[src/rtl/imm_extend_pipe.sv]
// Pipelined immediate-extension stage (zero/sign/upper/branch-offset) with valid/ready handshake.
// Define IMM_SKID_EN to add a one-entry skid register and a registered in_ready.
module imm_extend_pipe #(
  parameter int IN_W  = 16,
  parameter int OUT_W = 32
) (
  input  logic             clk,
  input  logic             rst,
  input  logic             flush,
  input  logic             in_valid,
  output logic             in_ready,
  input  logic [IN_W-1:0]  in_imm,
  input  logic [2:0]       in_mode,
  output logic             out_valid,
  input  logic             out_ready,
  output logic [OUT_W-1:0] out_data,
  output logic             out_err
);

  typedef enum logic [2:0] {
    MODE_ZERO   = 3'd0,
    MODE_SIGN   = 3'd1,
    MODE_UPPER  = 3'd2,
    MODE_BRANCH = 3'd3
  } mode_e;

  logic [OUT_W-1:0] ext_data;
  logic             ext_err;
  logic [OUT_W-1:0] sext;

  logic             out_valid_q, out_valid_d;
  logic [OUT_W-1:0] out_data_q,  out_data_d;
  logic             out_err_q,   out_err_d;

  logic             in_fire;
  logic             out_fire;

  assign sext = {{(OUT_W-IN_W){in_imm[IN_W-1]}}, in_imm};

  always_comb begin
    ext_data = '0;
    ext_err  = 1'b0;
    case (in_mode)
      MODE_ZERO:   ext_data = {{(OUT_W-IN_W){1'b0}}, in_imm};
      MODE_SIGN:   ext_data = sext;
      MODE_UPPER:  ext_data = {in_imm, {(OUT_W-IN_W){1'b0}}};
      MODE_BRANCH: ext_data = {sext[OUT_W-3:0], 2'b00};
      default:     ext_err  = 1'b1;
    endcase
  end

  assign out_fire  = out_valid_q && out_ready;
  assign in_fire   = in_valid && in_ready;
  assign out_valid = out_valid_q;
  assign out_data  = out_data_q;
  assign out_err   = out_err_q;

`ifdef IMM_SKID_EN
  logic             skid_valid_q, skid_valid_d;
  logic [OUT_W-1:0] skid_data_q,  skid_data_d;
  logic             skid_err_q,   skid_err_d;
  logic             in_ready_q,   in_ready_d;

  assign in_ready = in_ready_q;

  // The skid slot can only be occupied while the output register is valid,
  // and in_ready is low while it is occupied, so a skid drain never races an input.
  always_comb begin
    out_valid_d  = out_valid_q;
    out_data_d   = out_data_q;
    out_err_d    = out_err_q;
    skid_valid_d = skid_valid_q;
    skid_data_d  = skid_data_q;
    skid_err_d   = skid_err_q;
    if (flush) begin
      out_valid_d  = 1'b0;
      skid_valid_d = 1'b0;
    end else if (!out_valid_q || out_fire) begin
      if (skid_valid_q) begin
        out_valid_d  = 1'b1;
        out_data_d   = skid_data_q;
        out_err_d    = skid_err_q;
        skid_valid_d = 1'b0;
      end else if (in_fire) begin
        out_valid_d = 1'b1;
        out_data_d  = ext_data;
        out_err_d   = ext_err;
      end else begin
        out_valid_d = 1'b0;
      end
    end else if (in_fire) begin
      skid_valid_d = 1'b1;
      skid_data_d  = ext_data;
      skid_err_d   = ext_err;
    end
    in_ready_d = !skid_valid_d;
  end

  always_ff @(posedge clk or posedge rst) begin
    if (rst) begin
      out_valid_q  <= 1'b0;
      out_data_q   <= '0;
      out_err_q    <= 1'b0;
      skid_valid_q <= 1'b0;
      skid_data_q  <= '0;
      skid_err_q   <= 1'b0;
      in_ready_q   <= 1'b1;
    end else begin
      out_valid_q  <= out_valid_d;
      out_data_q   <= out_data_d;
      out_err_q    <= out_err_d;
      skid_valid_q <= skid_valid_d;
      skid_data_q  <= skid_data_d;
      skid_err_q   <= skid_err_d;
      in_ready_q   <= in_ready_d;
    end
  end
`else
  assign in_ready = !out_valid_q || out_ready;

  always_comb begin
    out_valid_d = out_valid_q;
    out_data_d  = out_data_q;
    out_err_d   = out_err_q;
    if (flush) begin
      out_valid_d = 1'b0;
    end else if (in_fire) begin
      out_valid_d = 1'b1;
      out_data_d  = ext_data;
      out_err_d   = ext_err;
    end else if (out_fire) begin
      out_valid_d = 1'b0;
    end
  end

  always_ff @(posedge clk or posedge rst) begin
    if (rst) begin
      out_valid_q <= 1'b0;
      out_data_q  <= '0;
      out_err_q   <= 1'b0;
    end else begin
      out_valid_q <= out_valid_d;
      out_data_q  <= out_data_d;
      out_err_q   <= out_err_d;
    end
  end
`endif

endmodule

[config.mk]
export PLATFORM = sky130hd
export DESIGN_NAME = imm_extend_pipe
export DESIGN_NICKNAME = d
export VERILOG_FILES = /design/src/rtl/imm_extend_pipe.sv
export SDC_FILE = /design/constraint.sdc
export NUM_CORES = 1
export LEC_CHECK = 0
export ABC_AREA = 1
export CAP_MARGIN = 15
export CORE_UTILIZATION = 40
export DETAILED_ROUTE_END_ITERATION = 10
export MAX_ROUTING_LAYER = met4
export PLACE_DENSITY = 0.73
export SYNTH_ARGS = -nofsm -noshare
export SYNTH_HDL_FRONTEND = slang
export SYNTH_SLANG_ARGS = --single-unit
[constraint.sdc]
create_clock -name clk -period 1.1 [get_ports clk]
set_clock_uncertainty 0.15 [all_clocks]
set_input_delay 0.33 -clock clk [delete_from_list [all_inputs] [get_ports clk]]
set_output_delay 0.33 -clock clk [all_outputs]
set_load 0.02 [all_outputs]
# Word level (Yosys, flattened, before mapping)
# Cells that the tools add are included.
[totals]
reg_bits = 34
in_bits = 24
output_inout_bits = 35
word_cells = 20
[op_classes]
n_eq_ne = 3
mux = 5
bitwise = 1
n_reduce_logical = 8
[op_table]
columns = ["cell", "n"]
rows = [
  ["$pmux W32 S4", 1],
  ["$eq A3 B2 Y1 const B", 2],
  ["$mux W1", 4],
  ["$reduce_or A4 Y1", 1],
  ["$eq A3 B1 Y1 const B", 1],
  ["$logic_not A3 Y1", 1],
  ["$reduce_bool A3 Y1", 1],
  ["$logic_and A1 B1 Y1", 2],
  ["$reduce_and A2 Y1", 1],
  ["$logic_not A1 Y1", 1],
  ["$logic_or A1 B1 Y1", 1],
  ["$not A1 Y1", 1],
]

# Longest topological paths before layout
# Gate-level depths: netlist of run 1.
[logic_depth]
ltp_word = 5
depth_mapped = 7
ltp_nobuf = 6

# Worst setup path after synthesis of run 1
# Ideal clock, no wire load.
[synth_path]
kind = "register to register"
start = "register out_valid_q (netlist: out_valid)"
end = "register out_err_q (netlist: out_err)"
setup_time_ps = 116
arrival_ps = 1042
required_ps = 834
path_slack_ps = -208
path_stages_with_launch = 6
n_path_buf = 1
synth_period_minus_slack_ps = 1308
cell_sequence = "dfrtp_1 -> nand2_4 -> nand3_4 -> nor2_4 -> buf_6 -> nor2_1"
[synth_via]
elab_chain_cells = 4
[synth_rtl]
columns = ["item", "line", "source"]
rows = [
  ["start: declaration", "31", "logic out_valid_q, out_valid_d;"],
  ["start signal: assignment", "142", "out_valid_q <= out_valid_d;"],
  ["$logic_not A1 Y1", "119", "assign in_ready = !out_valid_q || out_ready;"],
  ["$logic_or A1 B1 Y1", "119", ""],
  ["named net in_ready", "11", "output logic in_ready,"],
  ["$logic_and A1 B1 Y1", "53", "assign in_fire = in_valid && in_ready;"],
  ["$reduce_and A2 Y1 (no line)", "-", ""],
  ["end signal: assignment", "144", "out_err_q <= out_err_d;"],
  ["end: declaration", "33", "logic out_err_q, out_err_d;"],
]
# The timed path passes the listed nets, and every way through them passes these cells.
# A chain may end at the register's enable or synchronous reset.

# Final worst setup path of run 1
[layout_path]
start = "register out_valid_q (netlist: out_valid)"
end = "output port in_ready"
[layout_via]
elab_chain_cells = 2
[layout_rtl]
columns = ["item", "line"]
rows = [
  ["$logic_not A1 Y1", "119"],
  ["$logic_or A1 B1 Y1", "119"],
  ["end: declaration", "11"],
]
# No other way between the ends.

==> impl_summary.log, run 1 <==
[metrics] run status: complete, but fails checks
[metrics] violated checks: negative setup slack
[metrics] Critical Path Sink Type: output port
[metrics] leftover overflow at the end of global routing: 0
[metrics] ratio of total power to cell area: 1250 nW/um2
[metrics] HPWL after DPL: 3150 um
[metrics] cells along the critical path: nand2_4 -> buf_6
[metrics] post-layout instance area: 2820 um2
[metrics] worst hold-check path type: primary input to register
[metrics] clock insertion delay at the later pin of the skew report: 0.28 ns
[metrics] Total Die Area: 4530 um2
[metrics] Max Fanout on Critical Path: 2
[metrics] top cell family by delay on the critical path: flip-flops
[metrics] total nets after synthesis: 247
[metrics] number of synthesized register bits: 34
[metrics] starting density of the core: 0.420
[metrics] number of hold violations in the final report: 0
[metrics] max-cap violations: 0
[metrics] fin nets: 343
[metrics] synthesized cell area: 1700 um2
[metrics] type of element launching the critical path: register
[metrics] setup slack of the worst register-to-register path: -0.24 ns
[metrics] Buf/Inv on CP: 1
[metrics] height of the die: 67.3 um
[metrics] total of hold buffers inserted after clock tree synthesis: 0
[metrics] relative max-transition margin: 0.828
[metrics] Max Buffers Root-to-Sink: 2
[metrics] Synth Warn #: 0
[metrics] cell area after placement: 2490 um2
[metrics] standby leakage power: 0.00158 uW
[metrics] maximum number of pins on one net before global-route repair: 31
[metrics] placeable core region: 4060 um2
[metrics] total CTS buffers: 5
[metrics] combined global-route utilization of all metal layers: 0.223
[metrics] level count of the clock H-tree: 2
[metrics] final critical delay including setup and external delays: 1.37 ns
[metrics] Clock Tree Root: clkbuf_8
[metrics] antenna violation net count after detailed routing: 0
[metrics] x dimension of the die: 67.3 um
[metrics] clock transition at the register clock pins on the worst setup and hold paths after CTS: 0.06 ns
[metrics] endpoint of the worst setup timing path: in_ready
[metrics] CP peak stage delay: 0.42 ns
[metrics] vias in the first global route: 1540
[metrics] cell count after placement: 341
[metrics] gate count of the mapped netlist: 223
[metrics] count of non-filler cells in the finished layout: 370
[metrics] count of distinct cell types in the synthesized netlist: 13
[metrics] post-route setup slack: -0.269 ns
[metrics] initial drt markers: 128
[metrics] count of input and output buffers: 58
[metrics] mean instance size in the synthesized netlist: 7.64 um2
[metrics] depth of the worst register-to-register path: 7
[metrics] worst setup path startpoint: out_valid
[metrics] Core Util, Final: 0.694
[metrics] data arrival time of the worst path: 0.89 ns
[metrics] maximum VDD drop: 0.000808 V
[metrics] Wirelength per Cell: 12.1 um
[metrics] Via density: 4.62
[metrics] Filler Cell Count: 315
[metrics] required time at the worst-slack endpoint: 0.62 ns
[metrics] clock tree from TritonCTS: done
[metrics] setup repair after global routing missed its margin: yes
[metrics] slew at the pin with the worst max-slew slack: 0.258 ns
[metrics] Boundary Pins: 59
[metrics] share of post-route cells with drive strength above 1: 0.322
[metrics] count of standard-cell rows: 23
[metrics] launch point of the worst reg-to-reg path: out_valid
[metrics] Reg2Reg Capture Point: out_data[14]
[metrics] # setup viols final: 69
[metrics] area delta synth->final: 65.3%
[metrics] Max Clk Rate: 731 MHz
[metrics] sequential element share of the synthesized area: 0.499
[metrics] critical path depth in cells: 2
[metrics] period utilisation layout: 1.24
[metrics] Final Routed Wirelength: 4470 um
[metrics] CP Class: register to output port
[metrics] initial antenna violation count: 0
[metrics] DRC Markers: 0
[metrics] cell with the largest stage delay on the worst path: dfrtp_2
[metrics] Final Hold Slack: 0.237 ns
[metrics] final number of max-transition violations: 0
[metrics] wire length of the first global-routing pass: 7080 um
[metrics] Via Count: 1710
[metrics] diodes inserted: 0
[metrics] clock sinks: 34
[metrics] placer's final routability congestion estimate: 0.857
[metrics] first-pass detailed-route iteration total: 4
==> cells by family after synthesis <==
kind of cell    share of synthesized area
compound gates                     0.0587
buf+inv                            0.0976
flops                               0.499
simple gates                        0.344
==> power by group <==
| group | total [uW] | internal [uW] | switching (uW) | leakage, uW |
|---|---|---|---|---|
| Combinational | 1110 | 592 | 514 | 0.00108 |
| Clock | 948 | 502 | 445 | 0.0000472 |
| Sequential | 1480 | 1380 | 95.9 | 0.000451 |
==> cells in the final DEF (no fill, tap or decap) <==
cell / count
nand3_1: 16
inv_2: 2
nor2_4: 2
nand2_1: 107
nor2_2: 1
inv_1: 17
o22ai_1: 12
clkinv_2: 1
nand2_4: 3
o21ai_2: 1
nor2_1: 5
clkdlybuf4s50_1: 18
dfrtp_1: 33
nand3_4: 1
dlygate4sd2_1: 5
clkinvlp_4: 2
o21ai_0: 2
buf_4: 34
clkbuf_8: 6
buf_2: 1
o21ai_1: 2
dfrtp_2: 1
nand2_2: 5
buf_12: 5
buf_6: 38
==> routing by layer <==
metal	share of wire	global-route usage	wire length [um]
met2	0.48	0.328	2130
met1	0.45	0.296	2020
met3	0.055	0.0541	247
met5	0	-	0
met4	0.014	0.0851	63
==> Yosys cell counts <==
cell	instances	area (um2)
nand3_1	16	80.1
inv_1	20	75.1
nand2_2	2	12.5
o22ai_1	12	75.1
nor2_4	2	22.5
nand2_4	1	11.3
dfrtp_1	34	851
nand2_1	112	420
nand3_4	1	17.5
nor2_1	6	22.5
buf_6	5	56.3
buf_2	7	35.0
o21ai_0	5	25.0
==> registers in the layout (all words and copies together), names as in the netlist <==
| signal | flops |
|---|---|
| out_data | 32 |
| out_err | 1 |
| out_valid | 1 |
==> stage by stage <==
stage	power [uW]	setup TNS, ns	setup slack, ns
after detailed placement	2430	-33.62	-0.883
final	3530	-14.09	-0.269
after global routing	3740	-17.75	-0.318
after global placement	2420	-32.70	-0.869
after floorplan	1910	-5.03	-0.164
after CTS	3490	-15.04	-0.271
==> what timing repair did <==
item,CTS,global route
endpoints found under the setup margin,69,69
gates cloned,0,0
gates resized for setup,220,11
setup buffers,11,10
pin swaps,0,1
endpoints found under the hold margin,0,0
==> how the worst min path moves through the flow <==
stage                 start           end  slack, ns  depth (start not counted)
2_1_floorplan           rst   out_data[0]       0.12                          1
3_3_place_gp   out_data[24]  out_data[24]       0.32                          2
3_5_place_dp   out_data[20]  out_data[20]       0.31                          2
4_1_cts               flush     out_valid       0.24                          2
5_1_grt               flush     out_valid       0.24                          2
6_report              flush     out_valid       0.24                          2
==> final cells by class <==
type | instances | area (um2) | area share
clock buffers | 6 | 82.6 | 0.0293
flip-flops and latches | 34 | 852 | 0.303
inverters | 20 | 78.8 | 0.0280
clock inverters | 2 | 12.5 | 0.00444
repair buffers | 101 | 1010 | 0.359
multi-input cells | 157 | 716 | 0.254
well taps | 50 | 62.6 | 0.0222
Power figures use the tool's default switching activity.
==> run 2, diff against run 1 <==
--- a/config.mk
+++ b/config.mk
@@ -9,6 +9,7 @@
 export CAP_MARGIN = 15
 export CORE_UTILIZATION = 40
 export DETAILED_ROUTE_END_ITERATION = 10
+export GPL_ROUTABILITY_DRIVEN = 0
 export MAX_ROUTING_LAYER = met4
 export PLACE_DENSITY = 0.73
 export SYNTH_ARGS = -nofsm -noshare
==> results of run 2 <==
Same layout as run 1: the final DEF is identical, and so are final timing and power.
